File: src/rtl/boot_copier_pkg.sv
// boot_copier_pkg: shared FSM state encoding and error codes for the boot image loader
package boot_copier_pkg;
  typedef enum logic [2:0] {S_IDLE, S_FRD, S_RWR, S_CHK, S_DONE, S_ERR} state_e;
  localparam logic [1:0] ERR_NONE  = 2'd0;
  localparam logic [1:0] ERR_FLASH = 2'd1;
  localparam logic [1:0] ERR_RAM   = 2'd2;
  localparam logic [1:0] ERR_SUM   = 2'd3;
endpackage

File: src/rtl/boot_copier_wdog.sv
// boot_copier_wdog: access watchdog, expires after TIMEOUT enabled cycles without a clear
module boot_copier_wdog #(
  parameter int TIMEOUT = 1023
) (
  input  logic clk,
  input  logic rst,
  input  logic clr,
  input  logic en,
  output logic expire
);
  localparam int TW = $clog2(TIMEOUT + 1);
  logic [TW-1:0] cnt_q, cnt_d;
  always_comb cnt_d = clr ? '0 : en ? cnt_q + TW'(1) : cnt_q;
  always_ff @(posedge clk) cnt_q <= !rst ? '0 : cnt_d;
  assign expire = en && cnt_q == TW'(TIMEOUT - 1);
endmodule

File: src/rtl/boot_copier.sv
// boot_copier: flash-to-RAM image loader with checksum verify, whole-image retry and access timeout
module boot_copier
  import boot_copier_pkg::*;
#(
  parameter int FLASH_AW   = 22,
  parameter int RAM_AW     = 18,
  parameter int DW         = 16,
  parameter int SRC_BASE   = 1,
  parameter int DST_BASE   = 0,
  parameter int WORDS      = 'h21A,
  parameter bit AUTO_START = 1'b1,
  parameter bit CHECK_EN   = 1'b1,
  parameter int MAX_RETRY  = 2,
  parameter int TIMEOUT    = 1023
) (
  input  logic                clk,
  input  logic                rst,
  input  logic                start,
  output logic                flash_req,
  output logic [FLASH_AW-1:0] flash_addr,
  input  logic                flash_done,
  input  logic [DW-1:0]       flash_data,
  output logic                ram_req,
  output logic [RAM_AW-1:0]   ram_addr,
  output logic [DW-1:0]       ram_data,
  input  logic                ram_done,
  output logic                boot_done,
  output logic                boot_err,
  output logic [1:0]          err_code,
  output logic [RAM_AW:0]     words_copied
);
  localparam int CW = RAM_AW + 1;
  localparam int RW = $clog2(MAX_RETRY + 2);
  state_e              state_q, state_d;
  logic [FLASH_AW-1:0] src_q, src_d;
  logic [RAM_AW-1:0]   dst_q, dst_d;
  logic [DW-1:0]       data_q, data_d, sum_q, sum_d;
  logic [CW-1:0]       cnt_q, cnt_d;
  logic [RW-1:0]       retry_q, retry_d;
  logic [1:0]          err_q, err_d;
  logic                expire;
  // Timer restarts on every state change; accepted dones always change state
  boot_copier_wdog #(.TIMEOUT(TIMEOUT)) u_wdog (
    .clk    (clk),
    .rst    (rst),
    .clr    (state_d != state_q),
    .en     (state_q == S_FRD || state_q == S_RWR),
    .expire (expire)
  );
  always_comb begin
    state_d = state_q;
    src_d   = src_q;
    dst_d   = dst_q;
    data_d  = data_q;
    sum_d   = sum_q;
    cnt_d   = cnt_q;
    retry_d = retry_q;
    err_d   = err_q;
    case (state_q)
      S_IDLE: state_d = (start || AUTO_START) ? S_FRD : S_IDLE;
      S_FRD:
        if (flash_done) begin
          data_d  = flash_data;
          sum_d   = sum_q + flash_data;
          state_d = S_RWR;
        end else if (expire) begin
          err_d   = ERR_FLASH;
          state_d = S_ERR;
        end
      S_RWR:
        if (ram_done) begin
          cnt_d   = cnt_q + CW'(1);
          src_d   = src_q + FLASH_AW'(1);
          dst_d   = dst_q + RAM_AW'(1);
          state_d = (cnt_q + CW'(1) == CW'(WORDS)) ? S_CHK : S_FRD;
        end else if (expire) begin
          err_d   = ERR_RAM;
          state_d = S_ERR;
        end
      S_CHK:
        if (!CHECK_EN || sum_q == '0) begin
          state_d = S_DONE;
        end else if (retry_q < RW'(MAX_RETRY)) begin
          retry_d = retry_q + RW'(1);
          src_d   = FLASH_AW'(SRC_BASE);
          dst_d   = RAM_AW'(DST_BASE);
          sum_d   = '0;
          cnt_d   = '0;
          state_d = S_FRD;
        end else begin
          err_d   = ERR_SUM;
          state_d = S_ERR;
        end
      default: ;
    endcase
  end
  always_ff @(posedge clk) begin
    if (!rst) begin
      state_q <= S_IDLE;
      src_q   <= FLASH_AW'(SRC_BASE);
      dst_q   <= RAM_AW'(DST_BASE);
      data_q  <= '0;
      sum_q   <= '0;
      cnt_q   <= '0;
      retry_q <= '0;
      err_q   <= ERR_NONE;
    end else begin
      state_q <= state_d;
      src_q   <= src_d;
      dst_q   <= dst_d;
      data_q  <= data_d;
      sum_q   <= sum_d;
      cnt_q   <= cnt_d;
      retry_q <= retry_d;
      err_q   <= err_d;
    end
  end
  assign flash_req    = state_q == S_FRD;
  assign ram_req      = state_q == S_RWR;
  assign flash_addr   = src_q;
  assign ram_addr     = dst_q;
  assign ram_data     = data_q;
  assign boot_done    = state_q == S_DONE;
  assign boot_err     = state_q == S_ERR;
  assign err_code     = err_q;
  assign words_copied = cnt_q;
endmodule

File: config.mk
export PLATFORM = sky130hd
export DESIGN_NAME = boot_copier
export DESIGN_NICKNAME = d
export VERILOG_FILES = /design/src/rtl/boot_copier_pkg.sv /design/src/rtl/boot_copier_wdog.sv /design/src/rtl/boot_copier.sv
export SDC_FILE = /design/constraint.sdc
export NUM_CORES = 1
export LEC_CHECK = 0
export ABC_CLOCK_PERIOD_IN_PS = 7370
export BUFFER_PORTS_ARGS = -buffer_cell sky130_fd_sc_hd__buf_2
export CORE_MARGIN = 1.5
export CORE_UTILIZATION = 32
export DETAILED_ROUTE_END_ITERATION = 7
export GPL_TIMING_DRIVEN = 0
export PLACE_DENSITY = 0.61
export SLEW_MARGIN = 10
export SYNTH_ARGS = -nofsm -noshare
export SYNTH_HDL_FRONTEND = slang
export SYNTH_HIERARCHICAL = 1
export SYNTH_SLANG_ARGS = --single-unit
File: constraint.sdc
create_clock -name clk -period 7.37 [get_ports clk]
set_clock_uncertainty 0.05 [all_clocks]
set_input_delay 1.474 -clock clk [delete_from_list [all_inputs] [get_ports clk]]
set_output_delay 1.474 -clock clk [all_outputs]
set_load 0.02 [all_outputs]
==> metrics.md <==
| Metric | Value |
|---|---|
| CTS H-tree lvls | `3` |
| Routed vias/inst | `5.11` |
| Status | `complete, no violations` |
| Overflow after GRT | `0` |
| Largest family of logic cells by synthesized area | `simple AND/OR/NAND/NOR gates` |
| Hold depth | `2` |
| Power Density | `184 nW/µm²` |
| # DRC | `0` |
| Detailed Routing Iterations Pass 1 | `5` |
| Number of max-cap violations | `0` |
| Drt initial violations | `284` |
| Least-Margin Pin Slew | `0.723 ns` |
| IO Port Bufs | `100` |
| Final worst path period share | `51.3%` |
| EDFF count, synth | `0` |
| Leak | `2.80 nW` |
| Share of layout cells above drive strength 1 | `18.5%` |
| Setup Buffers After CTS | `0` |
| Final nets | `863` |
| Antenna Nets Post-Route | `0` |
| Arrival time worst endpoint | `3.98 ns` |
| Clk slew on worst S/H paths | `0.08 ns` |
| Worst-path cell chain | `buf_2 -> ha_1 -> fa_1 -> a21oi_1 -> o211ai_1 -> a2111oi_0 -> o31ai_1 -> xor2_1 -> a31o_2` |
| Via count | `5386` |
| CP Buf/Inv Count | `1` |
| Overall Global Routing Usage | `16.3%` |
| # hold bufs at CTS | `0` |
| Commonest non-fill, non-tap cells in the layout | `111 x buf_2, 108 x dfxtp_1, 82 x nand2_1, 69 x nor2_1, 41 x a21oi_1` |
| Worst slew margin | `51.5%` |
| Simple-gate area share of the yosys netlist | `28.5%` |
| Post_cts resized | `0` |
| Post-Route Setup TNS | `0 ns` |
| Clk sinks | `108` |
| #FFs+latches synth | `108` |
| First-pass GRT wire length | `25.8 mm` |
| Vias in the first global route | `4970` |
| Crit path max fanout | `3` |
| Compound-Gate Fraction of Synth Area | `18.1%` |
| TritonCTS clock tree | `built` |
| Worst min-delay path class | `reg2reg` |
| WL final | `15.6 mm` |
| Worst Reg-to-Reg Cells | `15` |
| Main synth FF type | `dfxtp_1` |
| Setup violators final | `0` |
| Die footprint | `19200 µm²` |
| Worst-Skew Late Latency | `0.35 ns` |
| GPL Wtd Cong | `0.856` |
| Yosys cell types | `71` |
| Syn. warnings | `6` |
| Reg2reg end | `u_wdog/cnt_q[7]` |
| Antenna violations before repair | `0` |
| Worst IR drop on VDD | `113 µV` |
| # diodes | `0` |
| Crit end category | `register` |
| Largest net degree at the start of global routing | `18` |
| CP max-delay cell | `a2111oi_0` |
| RSZ-0062 raised after global routing | `false` |
| Post-synthesis sequential area ratio | `36.7%` |
| Critical path required time | `7.56 ns` |
| Hold endpoint | `ram_data[1]` |
| Type of the worst setup path | `in2reg` |
| Multiplexer share of the synthesized area | `0.680%` |
| Syn Nets | `752` |
| IO Pins | `102` |
| Highest clock rate | `264 MHz` |
| Final Slew Violations | `0` |
| Synth Area in Adders | `4.80%` |
| Hold Crit Start | `ram_data[1]` |
| CP top delay family | `compound AO/OA/AOI/OAI gates` |
| Startpoint types | `input pin` |
| Mapped Cells | `709` |
| Cell Area, Synth | `5890 µm²` |
| Final Critical Period | `3.78 ns` |
| TritonCTS Buffers | `9` |
| Area of the core | `18000 µm²` |
| Reg2reg setup slack | `3.87 ns` |
| Clock root buffer | `clkbuf_16` |
| Core Rows | `49` |
| Area grow syn2layout | `18.2%` |
| Die H | `139 µm` |
| Avg WL per Cell | `14.8 µm` |
| Post-DP HPWL | `11.7 mm` |
| Commonest non-fill, non-tap cell in the layout | `buf_2` |
| Initial core utilization | `32.7%` |
| DP Cell Count | `1038` |
| RR Startpoint | `state_q[0]` |
| CP peak stage delay | `0.70 ns` |
| Syn Area/Cell | `8.31 µm²` |
| Final hold violations | `0` |
| DIE WIDTH | `139 µm` |
| Non-Filler Instances | `1054` |
| Async SR Flop Fraction | `0%` |
| Synth Area in XOR/XNOR | `7.29%` |
| CTS max path bufs | `2` |
## metal layers
metal,wire length (µm),track usage [%],up-vias
met5,0,0,-
met3,610,3.31,22
met2,6970,25.8,110
met1,7690,22.4,2496
met4,280,5.10,0
li1,-,-,2758
## synth_stat cells (3+ instances only)
cell / count / area [µm²]
a211oi_1: 7 / 52.6
a21boi_0: 17 / 128
a21boi_1: 3 / 22.5
a21oi_1: 41 / 205
a22oi_1: 9 / 67.6
a31oi_1: 5 / 31.3
and2_1: 10 / 62.6
and3_1: 13 / 81.3
and4_1: 6 / 52.6
buf_2: 11 / 55.1
clkbuf_1: 21 / 78.8
dfxtp_1: 108 / 2160
ha_1: 21 / 263
inv_1: 13 / 48.8
mux2i_1: 4 / 40.0
nand2_1: 82 / 308
nand2b_1: 8 / 50.1
nand3_1: 27 / 135
nand4_1: 20 / 125
nor2_1: 69 / 259
nor2b_1: 19 / 119
nor3_1: 18 / 90.1
nor3b_1: 3 / 22.5
nor4_1: 7 / 43.8
o211a_1: 5 / 50.1
o211ai_1: 3 / 22.5
o21ai_0: 34 / 170
o21ai_1: 3 / 15.0
o22ai_1: 3 / 18.8
o31ai_1: 3 / 22.5
or3_1: 11 / 68.8
or4_1: 5 / 37.5
or4_4: 3 / 33.8
xnor2_1: 27 / 236
xor2_1: 22 / 193
## logic make-up (layout without fill, tap and decap cells)
group | after synthesis | after routing
AND/OR/NAND/NOR | 318 | 318
AO/OA/AOI/OAI | 157 | 157
flip-flops | 108 | 108
buffers and inverters | 51 | 167
XOR/XNOR | 49 | 49
adder cells (fa/ha/maj) | 22 | 22
multiplexers | 4 | 4
## where the power goes
part / internal, W / switching (W)
combinational: 0.0000712 / 0.000119
clock: 0.000251 / 0.000231
sequential: 0.000599 / 0.0000130
## worst reg2reg max path: stages, from the launching register on
cell	delay [ns]
dfxtp_1	0.37
clkbuf_1	0.32
nand2b_1	0.19
a21oi_1	0.17
buf_2	0.22
nand4_1	0.10
nor3_1	0.52
nor2_1	0.12
nand2_1	0.10
a21oi_1	0.06
o21ai_0	0.11
o21ai_0	0.13
a221o_1	0.35
nand2b_1	0.13
clkbuf_1	0.22
o21ba_2	0.29
## registers in the layout (all words and copies together) (netlist names)
| name | cells |
|---|---|
| flash_addr | 22 |
| words_copied | 19 |
| ram_addr | 18 |
| ram_data | 16 |
| sum_q | 16 |
| u_wdog/cnt_q | 10 |
| state_q | 3 |
| err_code | 2 |
| retry_q | 2 |
## metrics by stage
stage / util, % / hold slack (ns) / cell area (µm²) / total power [W] / setup slack, ns
2_1_floorplan: - / 0.403 / 5890 / 0.000762 / 3.77
3_3_place_gp: 37.0 / 0.399 / 6680 / 0.000816 / 3.22
3_5_place_dp: 37.0 / 0.404 / 6680 / 0.000817 / 3.21
4_1_cts: 38.6 / 0.415 / 6960 / 0.00130 / 3.60
5_1_grt: 38.6 / 0.437 / 6960 / 0.00135 / 3.48
6_report: 38.6 / 0.409 / 6960 / 0.00128 / 3.59
## worst max path at each step
stage                        from         endpoint  slack [ns]  depth (start not counted)
finish              flash_data[0]        sum_q[14]        3.59                          9
global route           state_q[0]  u_wdog/cnt_q[1]        3.48                         15
CTS                 flash_data[0]        sum_q[14]        3.60                          9
detailed placement  flash_data[0]        sum_q[14]        3.21                          9
global placement    flash_data[0]        sum_q[14]        3.22                          9
floorplan           flash_data[0]        sum_q[14]        3.77                          8
## area by class of cell
type / instances / area (µm²)
well taps: 229 / 287
repair buffers: 100 / 500
clock inverters: 4 / 31.3
plain buffers: 38 / 181
flip-flops and latches: 108 / 2160
multi-input cells: 550 / 3500
clock buffers: 12 / 256
fillers: 1898 / 11100
inverters: 13 / 48.8
No activity file was read; power rests on OpenSTA's default activity.
